[src/rtl/multi_ch_clk_div.sv]
// Multi-channel programmable integer clock divider. Ratios change only at period
// boundaries; channels start and stop glitch-free, and a global align restarts them in phase.
module multi_ch_clk_div #(
  parameter int NUM_CH      = 4,
  parameter int DIV_W       = 8,
  parameter int DEFAULT_DIV = 2
) (
  input  logic                    clk_in,
  input  logic                    rst,
  input  logic [NUM_CH-1:0]       ch_en,
  input  logic [NUM_CH*DIV_W-1:0] cfg_div,
  input  logic [NUM_CH-1:0]       cfg_req,
  output logic [NUM_CH-1:0]       cfg_ack,
  input  logic                    align,
  output logic [NUM_CH-1:0]       clk_out,
  output logic [NUM_CH-1:0]       tick,
  output logic [NUM_CH-1:0]       busy
);

  typedef enum logic [1:0] {IDLE, RUN, STOP} state_t;

  localparam logic [DIV_W-1:0] DEF_DIV = DIV_W'(DEFAULT_DIV);
  localparam logic [DIV_W-1:0] MIN_DIV = DIV_W'(2);
  localparam logic [DIV_W-1:0] ONE     = DIV_W'(1);

  for (genvar gi = 0; gi < NUM_CH; gi++) begin : g_ch
    state_t           state_q, state_d;
    logic [DIV_W-1:0] cnt_q, cnt_d;
    logic [DIV_W-1:0] cur_div_q, cur_div_d;
    logic [DIV_W-1:0] pend_div_q, pend_div_d;
    logic             pend_flag_q, pend_flag_d;
    logic [DIV_W-1:0] raw_div, req_div;
    logic [DIV_W:0]   high_cnt;
    logic             active, boundary, ack_d;
    logic             clk_q, tick_q, ack_q, busy_q;

    assign raw_div  = cfg_div[gi*DIV_W +: DIV_W];
    assign req_div  = (raw_div < MIN_DIV) ? MIN_DIV : raw_div;
    assign active   = (state_q != IDLE);
    assign boundary = active && (cnt_q == cur_div_q - ONE);

    always_comb begin
      state_d     = state_q;
      cnt_d       = cnt_q;
      cur_div_d   = cur_div_q;
      pend_div_d  = pend_div_q;
      pend_flag_d = pend_flag_q;
      ack_d       = 1'b0;
      if (!active) begin
        // An idle channel has no period to protect, so a new ratio lands immediately.
        cnt_d = '0;
        if (cfg_req[gi]) begin
          cur_div_d   = req_div;
          pend_flag_d = 1'b0;
          ack_d       = 1'b1;
        end else if (pend_flag_q) begin
          cur_div_d   = pend_div_q;
          pend_flag_d = 1'b0;
          ack_d       = 1'b1;
        end
        if (ch_en[gi]) state_d = RUN;
      end else begin
        state_d = ch_en[gi] ? RUN : STOP;
        if (align || boundary) begin
          cnt_d = '0;
          if (pend_flag_q) begin
            cur_div_d   = pend_div_q;
            pend_flag_d = 1'b0;
            ack_d       = 1'b1;
          end
          if (boundary && !align && !ch_en[gi]) state_d = IDLE;
        end else begin
          cnt_d = cnt_q + ONE;
        end
        // A request arriving with an apply is held for the following boundary.
        if (cfg_req[gi]) begin
          pend_div_d  = req_div;
          pend_flag_d = 1'b1;
        end
      end
    end

    assign high_cnt = ({1'b0, cur_div_d} + (DIV_W+1)'(1)) >> 1;

    always_ff @(posedge clk_in) begin
      if (rst) begin
        state_q     <= IDLE;
        cnt_q       <= '0;
        cur_div_q   <= DEF_DIV;
        pend_div_q  <= DEF_DIV;
        pend_flag_q <= 1'b0;
        clk_q       <= 1'b0;
        tick_q      <= 1'b0;
        ack_q       <= 1'b0;
        busy_q      <= 1'b0;
      end else begin
        state_q     <= state_d;
        cnt_q       <= cnt_d;
        cur_div_q   <= cur_div_d;
        pend_div_q  <= pend_div_d;
        pend_flag_q <= pend_flag_d;
        clk_q       <= (state_d != IDLE) && ({1'b0, cnt_d} < high_cnt);
        tick_q      <= (state_d != IDLE) && (cnt_d == cur_div_d - ONE);
        ack_q       <= ack_d;
        busy_q      <= pend_flag_d;
      end
    end

    assign clk_out[gi] = clk_q;
    assign tick[gi]    = tick_q;
    assign cfg_ack[gi] = ack_q;
    assign busy[gi]    = busy_q;
  end

endmodule

[config.mk]
export PLATFORM = sky130hd
export DESIGN_NAME = multi_ch_clk_div
export DESIGN_NICKNAME = d
export VERILOG_FILES = /design/src/rtl/multi_ch_clk_div.sv
export SDC_FILE = /design/constraint.sdc
export NUM_CORES = 1
export LEC_CHECK = 0
export ABC_AREA = 1
export BUFFER_PORTS_ARGS = -buffer_cell sky130_fd_sc_hd__buf_2
export CORE_ASPECT_RATIO = 0.9
export CORE_UTILIZATION = 25
export DETAILED_ROUTE_END_ITERATION = 12
export PLACE_DENSITY = 0.39
export SLEW_MARGIN = 20
export SYNTH_ARGS = -nofsm -noshare
export SYNTH_HDL_FRONTEND = slang
export SYNTH_SLANG_ARGS = --single-unit
[constraint.sdc]
create_clock -name clk_in -period 4 [get_ports clk_in]
set_input_delay 0.6 -clock clk_in [delete_from_list [all_inputs] [get_ports clk_in]]
set_output_delay 0.6 -clock clk_in [all_outputs]
set_load 0.01 [all_outputs]
* Yosys cells after proc, flatten, opt, wreduce, memory -nomap -nowiden *
Index checks and enable logic that the tools add are counted.

storage, ports and cells
  flip-flop bits (word level) = 120
  output and inout bits = 16
  logic and storage cells = 189

cells by class
  add/sub/neg operators = 16
  magnitude comparators = 8
  eq/ne operators = 8
  multiplexer cells = 72
  bitwise operators = 4
  reduce and logical (&&, ||, !) cells = 49

operators by type and width
  operator               count
  $mux W8                28
  $eq A8 B8 Y1           8
  $sub A8 B1 Y8 const B  8
  $mux W2                20
  $add A8 B1 Y9 const B  4
  $add A8 B1 Y8 const B  4
  $lt A8 B2 Y1 const B   4
  $lt A8 B8 Y1           4
  $mux W1                24
  $reduce_bool A2 Y1     12
  $logic_and A1 B1 Y1    20
  $reduce_and A2 Y1      4
  $reduce_or A2 Y1       4
  $logic_not A1 Y1       5
  $logic_or A1 B1 Y1     4
  $not A1 Y1             4

* Logic depth before layout (Yosys ltp) *
Gate-level depths: netlist of the first run.

  depth in word-level cells = 10
  depth in mapped cells = 27
  gate-level depth less buffers = 26

* Worst setup path after synthesis of the first run *
Ideal clock, no wire load.

  kind = reg-to-reg
  start point = reg g_ch[3].cur_div_q[0]
  end point = reg g_ch[3].clk_q
  setup time = 0.128 ns
  data arrival time = 3.091 ns
  data required time = 3.872 ns
  path slack = 0.781 ns
  cell stages (with the launch flop) = 28
  cells stage by stage = dfxtp_1 inv_2 ha_1 inv_1 nand2_1 nand2_1 nand2_1 nand2_1 nand3_1 nor2_4 nand3_4 nand2_4 buf_8 nand2_1 nand3_2 nand2_4 inv_2 ha_1 nand3_1 nor2_1 nand2_1 or3_1 ha_1 nand2_1 nor2_1 nand2_1 o2111ai_1 nor2_1

on the way
  elaborated cells between the ends (all ways) = 19
  those cells by class = add/sub (2); order compare (1); eq/ne (1); mux (9); reduce/logical (6)

RTL lines
  element                         line  source
  from (decl)                     29    logic [DIV_W-1:0] cur_div_q, cur_div_d;
  from (signal assigned)          99    cur_div_q <= cur_div_d;
  $sub A8 B1 Y8                   40    assign boundary = active && (cnt_q == cur_div_q - ONE);
  $eq A8 B8 Y1                    40
  $logic_and A1 B1 Y1             40
  $logic_or A1 B1 Y1              64    if (align || boundary) begin
  $mux W8                         64
  $mux W8 (*)                     49    if (!active) begin
  named net g_ch[3].cur_div_d[0]  29
  $add A8 B1 Y9 (*)               83    assign high_cnt = ({1'b0, cur_div_d} + (DIV_W+1)'(1)) >> 1;
  $lt A8 B8 Y1 (*)                102   clk_q <= (state_d != IDLE) && ({1'b0, cnt_d} < high_cnt);
  $logic_and A1 B1 Y1 (*)         102
  to (signal assigned)            102
  to (decl)                       35    logic clk_q, tick_q, ack_q, busy_q;

Mark *: on every way through the listed nets, which the timed path passes. The rest lies on a longest branch.
A chain may end at the register's enable or synchronous reset.

* Final worst setup path of the first run *
  start point = reg g_ch[1].cur_div_q[0]
  end point = reg g_ch[1].clk_q

on the way
  elaborated cells between the ends (all ways) = 19
  those cells by class = add/sub (2); order compare (1); eq/ne (1); mux (9); reduce/logical (6)

RTL lines
  element                         line
  from (decl)                     29
  from (signal assigned)          99
  $sub A8 B1 Y8                   40
  $eq A8 B8 Y1                    40
  $logic_and A1 B1 Y1             40
  $logic_or A1 B1 Y1              64
  $mux W8                         64
  $mux W8 (*)                     49
  named net g_ch[1].cur_div_d[0]  29
  $add A8 B1 Y9 (*)               83
  $lt A8 B8 Y1 (*)                102
  $logic_and A1 B1 Y1 (*)         102
  to (signal assigned)            102
  to (decl)                       35

Marked as above.

==> results of run 1 <==
## through the flow
| step | instance area [sq um] | worst slack (ns) | util [%] | total power [mW] |
|---|---|---|---|---|
| finish | 10600 | 0.383 | 29.1 | 3.92 |
| detailed placement | 10000 | 0.295 | 27.5 | 2.32 |
| global route | 10600 | 0.00746 | 29.1 | 4.17 |
| CTS | 10600 | 0.269 | 29.1 | 3.98 |
| global placement | 10000 | 0.298 | 27.5 | 2.33 |
| floorplan | 9370 | 0.781 | - | 2.07 |
## where the power goes
| part | switching, mW | total, mW | internal (mW) |
|---|---|---|---|
| sequential | 0.0452 | 1.30 | 1.26 |
| combinational | 0.659 | 0.992 | 0.333 |
| clock | 0.631 | 1.62 | 0.990 |
## kinds of logic after synthesis
| kind of cell | after synthesis |
|---|---|
| AND/OR/NAND/NOR | 786 |
| buffers and inverters | 250 |
| AO/OA/AOI/OAI | 168 |
| flip-flops | 120 |
| XOR/XNOR | 87 |
| adder cells (fa/ha/maj) | 44 |
## cell usage in the layout (no fill, tap or decap), types with 19 or more instances in the layout
cell,instances
a21oi_1,50
buf_2,58
dfxtp_1,120
ha_1,43
inv_1,179
nand2_1,293
nand2_2,26
nand3_1,142
nand4_1,22
nor2_1,207
o21ai_0,67
xnor2_1,19
xor2_1,67
## final timing paths
kind	startpoint	to	slack [ns]	cells past startpoint
worst max register to register	g_ch[1].cur_div_q[0]$_SDFF_PP0_	g_ch[1].clk_q$_SDFF_PP0_	0.38	22
worst min-delay path	ch_en[0]	g_ch[0].state_q[1]$_SDFF_PP0_	0.34	2
worst max-delay path	g_ch[1].cur_div_q[0]$_SDFF_PP0_	g_ch[1].clk_q$_SDFF_PP0_	0.38	22
worst min register to register	g_ch[0].pend_div_q[6]$_SDFFE_PP0P_	g_ch[0].pend_div_q[6]$_SDFFE_PP0P_	0.47	2
## final cells by class
type	instances	area, sq um	area share, %
tap	476	596	5.60
clock buffer	19	443	4.16
inverter	196	736	6.92
multi-input combinational	1085	5940	55.8
sequential	120	2400	22.6
timing repair buffer	67	370	3.48
clock inverter	12	153	1.43
## state kept, by name (all words and copies together) (netlist names)
name / flops
g_ch.busy_q: 4
g_ch.state_q: 8
g_ch.clk_q: 4
g_ch.tick_q: 4
g_ch.pend_div_q: 32
g_ch.ack_q: 4
g_ch.cur_div_q: 32
g_ch.cnt_q: 32
## layer usage
metal  vias to the layer above  routed length, um  global-route usage [%]
li1                       4720                  -                       -
met1                      4092              14300                    21.7
met2                       132              13000                    25.4
met3                        28               1040                    2.63
met4                         0                435                    4.24
met5                         -                  0                       0
==> flow_summary.yaml, run 1 <==
sta:
  skew_ns: 0.00989
  fmax_ghz: 0.276
  fin_crit_sh_pct: 90.4
  min_period_ns: 3.62
  slew_headroom_pct: 52.9
  hold_viol: 0
  tightest_slew_ns: 0.704
  fin_hold_ws_ns: 0.342
  fin_tns_setup_ns: 0
  rsz0062_at_grt: "no"
  finalSetupViolations: 0
  drv_slew: 0
cells_and_area:
  drive_above_1_share_pct: 13.5
  final_nets: 1574
  fillers: 4100
  n_antenna_cell: 0
  instances_no_fill: 1975
  area_growth_pct: 13.6
synth:
  yosysSeqAreaShare_pct: 25.7
  synth_edf_count: 0
  ys_types: 45
  avgSynthCellArea_sq_um: 6.44
  synthTopCellsByArea: "dfxtp_1 26%, nand2_1 12%, nor2_1 8.3%, nand3_1 7.6%, inv_1 7.2%"
  synth_common_cells: "293 x nand2_1, 208 x nor2_1, 180 x inv_1, 142 x nand3_1, 120 x dfxtp_1"
  synth_top_family_by_area: "simple AND/OR/NAND/NOR gates"
  yosysMostFrequentCell: "nand2_1"
  synth-xor-area-share_pct: 8.28
  yosys.area_share.adder_pct: 5.88
  syn_inst: 1455
  synth_top_area_share_pct: 25.7
  synth.net_count: 1542
  syn_area_sq_mm: 0.00937
  synth_compound_area_share_pct: 10.2
  ys_async_sr_fraction_pct: 0
  synth_flop_cell: "dfxtp_1"
  yosysTopAreaCell: "dfxtp_1"
  yosys.area_share.simple_pct: 38.9
  ys_warn_count: 0
  synth_mux_area_share_pct: 0
  ys_ff_latch: 120
route:
  wl_per_cell_um: 14.6
  vias: 8972
  antenna_left: 0
  first_iter_violations: 494
  firstDrtPassIters: 7
  drt-total-wl_um: 28800
  drc: 0
  viasPerCell: 4.54
worst_setup_path:
  start_kind: "register"
  crit_buf_inv: 2
  criticalPathCategory: "reg2reg"
  cp_data_required_time_ns: 4.36
  crit_family: "simple AND/OR/NAND/NOR gates"
  crit_arrival_ns: 3.97
  end_kind: "register"
  cp_cell_sequence: "inv_1, ha_2, xor2_1, nand4_1, nor2_1, nand3_1, nor2_2, nand2_4, nand2_4, nand2_1, nand3_1, nand2_2, inv_1, ha_1, nand3_1, nor2_2, nand2_1, xor2_1, ha_1, a21oi_1, o2111ai_1, a21oi_1"
  slowest_stage: "dfxtp_1"
  cp_common_cell: "nand3_1"
  slowest_delay_ns: 0.35
  path_max_fanout: 9
power:
  p_per_area_mw_per_mm2: 368
  vdd_ir_drop_max_mv: 0.173
  cellLeakagePower_nw: 4.84
clocking:
  cts.htree.levels: 4
  hold_buffers: 0
  cts_setup_buffers: 0
  cts_tree: "built"
  cts.path.max_buffers: 2
  cts.sinks: 120
  clk_pin_slew_ns: 0.06
  ctsRootBufferMaster: "clkbuf_16"
  cts_made_buffers: 17
  clk_latency_ns: 0.43
  post_cts_resized: 0
placement:
  gp_congestion: 0.834
  port_buffers: 58
  hpwl_um: 22400
  dp.cells: 1944
floorplanning:
  core_sq_mm: 0.0365
  die_area_sq_mm: 0.0382
  io_pins: 59
  die_w_um: 206
  initial_core_util_pct: 25.7
  rows: 66
  die_y_um: 186
grt:
  grt_max_degree: 55
  grt-ovfl-total: 0
  grt_pass1_wl_um: 46900
  antenna_found_initial: 0
  grt_use_total_pct: 15.8
  grt_pass1_vias: 8729
min_path:
  hp-class: "in2reg"
run:
  drv_cap: 0
status:
  status: "finished, final reports clean"
Power figures use the tool's default switching activity.
==> inputs of run 2 (changes only) <==
--- a/config.mk
+++ b/config.mk
@@ -7,10 +7,13 @@
 export LEC_CHECK = 0
 export ABC_AREA = 1
 export BUFFER_PORTS_ARGS = -buffer_cell sky130_fd_sc_hd__buf_2
+export CELL_PAD_IN_SITES_DETAIL_PLACEMENT = 0
+export CELL_PAD_IN_SITES_GLOBAL_PLACEMENT = 2
 export CORE_ASPECT_RATIO = 0.9
 export CORE_UTILIZATION = 25
 export DETAILED_ROUTE_END_ITERATION = 12
-export PLACE_DENSITY = 0.39
+export PLACE_DENSITY = 0.61
+export SETUP_SLACK_MARGIN = 0.3
 export SLEW_MARGIN = 20
 export SYNTH_ARGS = -nofsm -noshare
 export SYNTH_HDL_FRONTEND = slang
==> constraint.sdc (replaced) <==
create_clock -name clk_in -period 4.16 [get_ports clk_in]
set_input_delay 0.624 -clock clk_in [delete_from_list [all_inputs] [get_ports clk_in]]
set_output_delay 0.624 -clock clk_in [all_outputs]
set_load 0.01 [all_outputs]
==> run 2 against run 1 <==
Via count up 0.66%. Core utilization up 0.28 points. Register-to-register slack better by 0.24 ns. Setup slack better by 0.24 ns. Clock power about the same. Sequential share of layout area down 0.22 points. Sequential cell count unchanged. Power down 1.4%. Maximum frequency up 2.2%. Critical path type unchanged. Critical endpoint unchanged. Highest routed layer unchanged.
==> flow_summary.yaml, run 2 (synthesized netlist as in run 1, its figures left out) <==
grt:
  grt_use_total_pct: 16.6
  grt_max_degree: 53
  antenna_found_initial: 0
  grt_pass1_wl_um: 48800
  grt-ovfl-total: 0
  grt_pass1_vias: 8910
cells_and_area:
  fillers: 4159
  regArea_sq_mm: 0.00240
  multi_input_area_sq_mm: 0.00598
  n_antenna_cell: 0
  layout_commonest_cell: "nand2_1"
  fin_util_pct: 29.4
  design_area_sq_mm: 0.0107
  largestRegisters: "g_ch.cnt_q (32), g_ch.cur_div_q (32), g_ch.pend_div_q (32)"
  final_cell_mix: "293 x nand2_1, 206 x nor2_1, 179 x inv_1"
  drive_above_1_share_pct: 13.9
  final_nets: 1577
  area_growth_pct: 14.7
placement:
  hpwl_um: 23800
  gp_congestion: 0.780
  port_buffers: 58
  post_dp_cell_area_sq_mm: 0.0100
clocking:
  clk_latency_ns: 0.43
  cts.sinks: 120
  clk_pin_slew_ns: 0.06
  hold_buffers: 0
  ctsRootBufferMaster: "clkbuf_16"
  cts_tree: "built"
  cts.htree.levels: 4
  cts.path.max_buffers: 2
  cts_made_buffers: 17
sta:
  hold_viol: 0
  skew_ns: 0.00725
  finalSetupViolations: 0
  slew_headroom_pct: 53.1
  drv_slew: 0
  tightest_slew_ns: 0.700
  fin_hold_ws_ns: 0.367
  fin_tns_setup_ns: 0
  min_period_ns: 3.54
  rsz0062_at_grt: "yes"
  fmax_ghz: 0.283
  fin_crit_sh_pct: 85.1
min_path:
  hp-class: "in2reg"
route:
  viasPerCell: 4.56
  first_iter_violations: 394
  wl_per_cell_um: 15.4
  drc: 0
  firstDrtPassIters: 5
  antenna_left: 0
  drt-total-wl_um: 30600
  vias: 9031
floorplanning:
  io_pins: 59
  initial_core_util_pct: 25.7
  rows: 66
  core_sq_mm: 0.0365
  die_w_um: 206
  die_area_sq_mm: 0.0382
  die_y_um: 186
power:
  vdd_ir_drop_max_mv: 0.214
  cellLeakagePower_nw: 4.87
  p_per_area_mw_per_mm2: 359
worst_setup_path:
  end_kind: "register"
  crit_family: "simple AND/OR/NAND/NOR gates"
  cp_common_cell: "nand3_1"
  crit_buf_inv: 2
  cp_cell_sequence: "inv_1, ha_2, xor2_1, nand4_1, nor2_1, nand3_1, nor2_2, nand2_4, nand2_8, nand2_1, nand3_1, nand2_2, inv_1, ha_1, nand3_1, nor2_2, nand2_1, xor2_1, ha_1, a21oi_1, o2111ai_1, a21oi_1"
  slowest_stage: "dfxtp_1"
  start_kind: "register"
  criticalPathCategory: "reg2reg"
  cp_data_required_time_ns: 4.52
  path_max_fanout: 9
  slowest_delay_ns: 0.35
  crit_arrival_ns: 3.90
status:
  status: "finished, final reports clean"
run:
  drv_cap: 0
[run 2: cell types whose count changed in the layout (fill, tap and decap cells not counted), moves of 2 or more]
cell     previous run  this run
buf_4               8        12
nand2_4             9         7
nand2_8             0         3
nor2_2             17        19
[run 2: power breakdown]
| group | internal, mW | switching [mW] | total (mW) |
|---|---|---|---|
| Sequential | 1.21 | 0.0416 | 1.25 |
| Clock | 1.03 | 0.606 | 1.64 |
| Combinational | 0.322 | 0.649 | 0.971 |
[run 2: timing repair]
action	CTS	global route
buffers inserted	0	3
resized for setup	0	10
setup endpoints to repair	0	3
[run 2: layer usage]
layer	wire length [um]	part of all wire, %	track usage [%]
met5	0	0	0
met4	314	1.0	3.50
met3	929	3.0	2.73
met2	13600	45	26.6
met1	15700	51	23.1
[run 2: final timing paths]
| check | from | end | slack (ns) | cells after the start |
|---|---|---|---|---|
| setup / recovery | g_ch[1].cur_div_q[0]$_SDFF_PP0_ | g_ch[1].clk_q$_SDFF_PP0_ | 0.62 | 22 |
| hold reg to reg | g_ch[3].pend_div_q[1]$_SDFFE_PP1P_ | g_ch[3].pend_div_q[1]$_SDFFE_PP1P_ | 0.46 | 2 |
| setup reg to reg | g_ch[1].cur_div_q[0]$_SDFF_PP0_ | g_ch[1].clk_q$_SDFF_PP0_ | 0.62 | 22 |
| hold / removal | ch_en[2] | g_ch[2].state_q[1]$_SDFF_PP0_ | 0.37 | 2 |
[run 2: final cells by class]
cell class,count,share of cell area [%]
multi-input cells,1085,55.7
flip-flops and latches,120,22.4
inverters,196,6.85
well taps,476,5.55
clock buffers,20,4.25
repair buffers,70,3.68
clock inverters,12,1.62
[run 2: through the flow]
stage,setup WS [ns],cells,total power [mW]
finish,0.620,1979,3.86
global route,0.293,1979,4.11
CTS,0.330,1976,3.92
detailed placement,0.364,1944,2.25
global placement,0.504,1944,2.25
floorplan,0.941,1455,1.99
[run 2: worst reg2reg max path, delay by kind of cell, from the launching register on]
| kind | cells | cell delay, ns |
|---|---|---|
| xor+xnor | 2 | 0.28 |
| simple gates | 12 | 1.45 |
| buf+inv | 2 | 0.22 |
| flops | 1 | 0.35 |
| fa+ha+maj | 3 | 0.81 |
| compound gates | 3 | 0.38 |
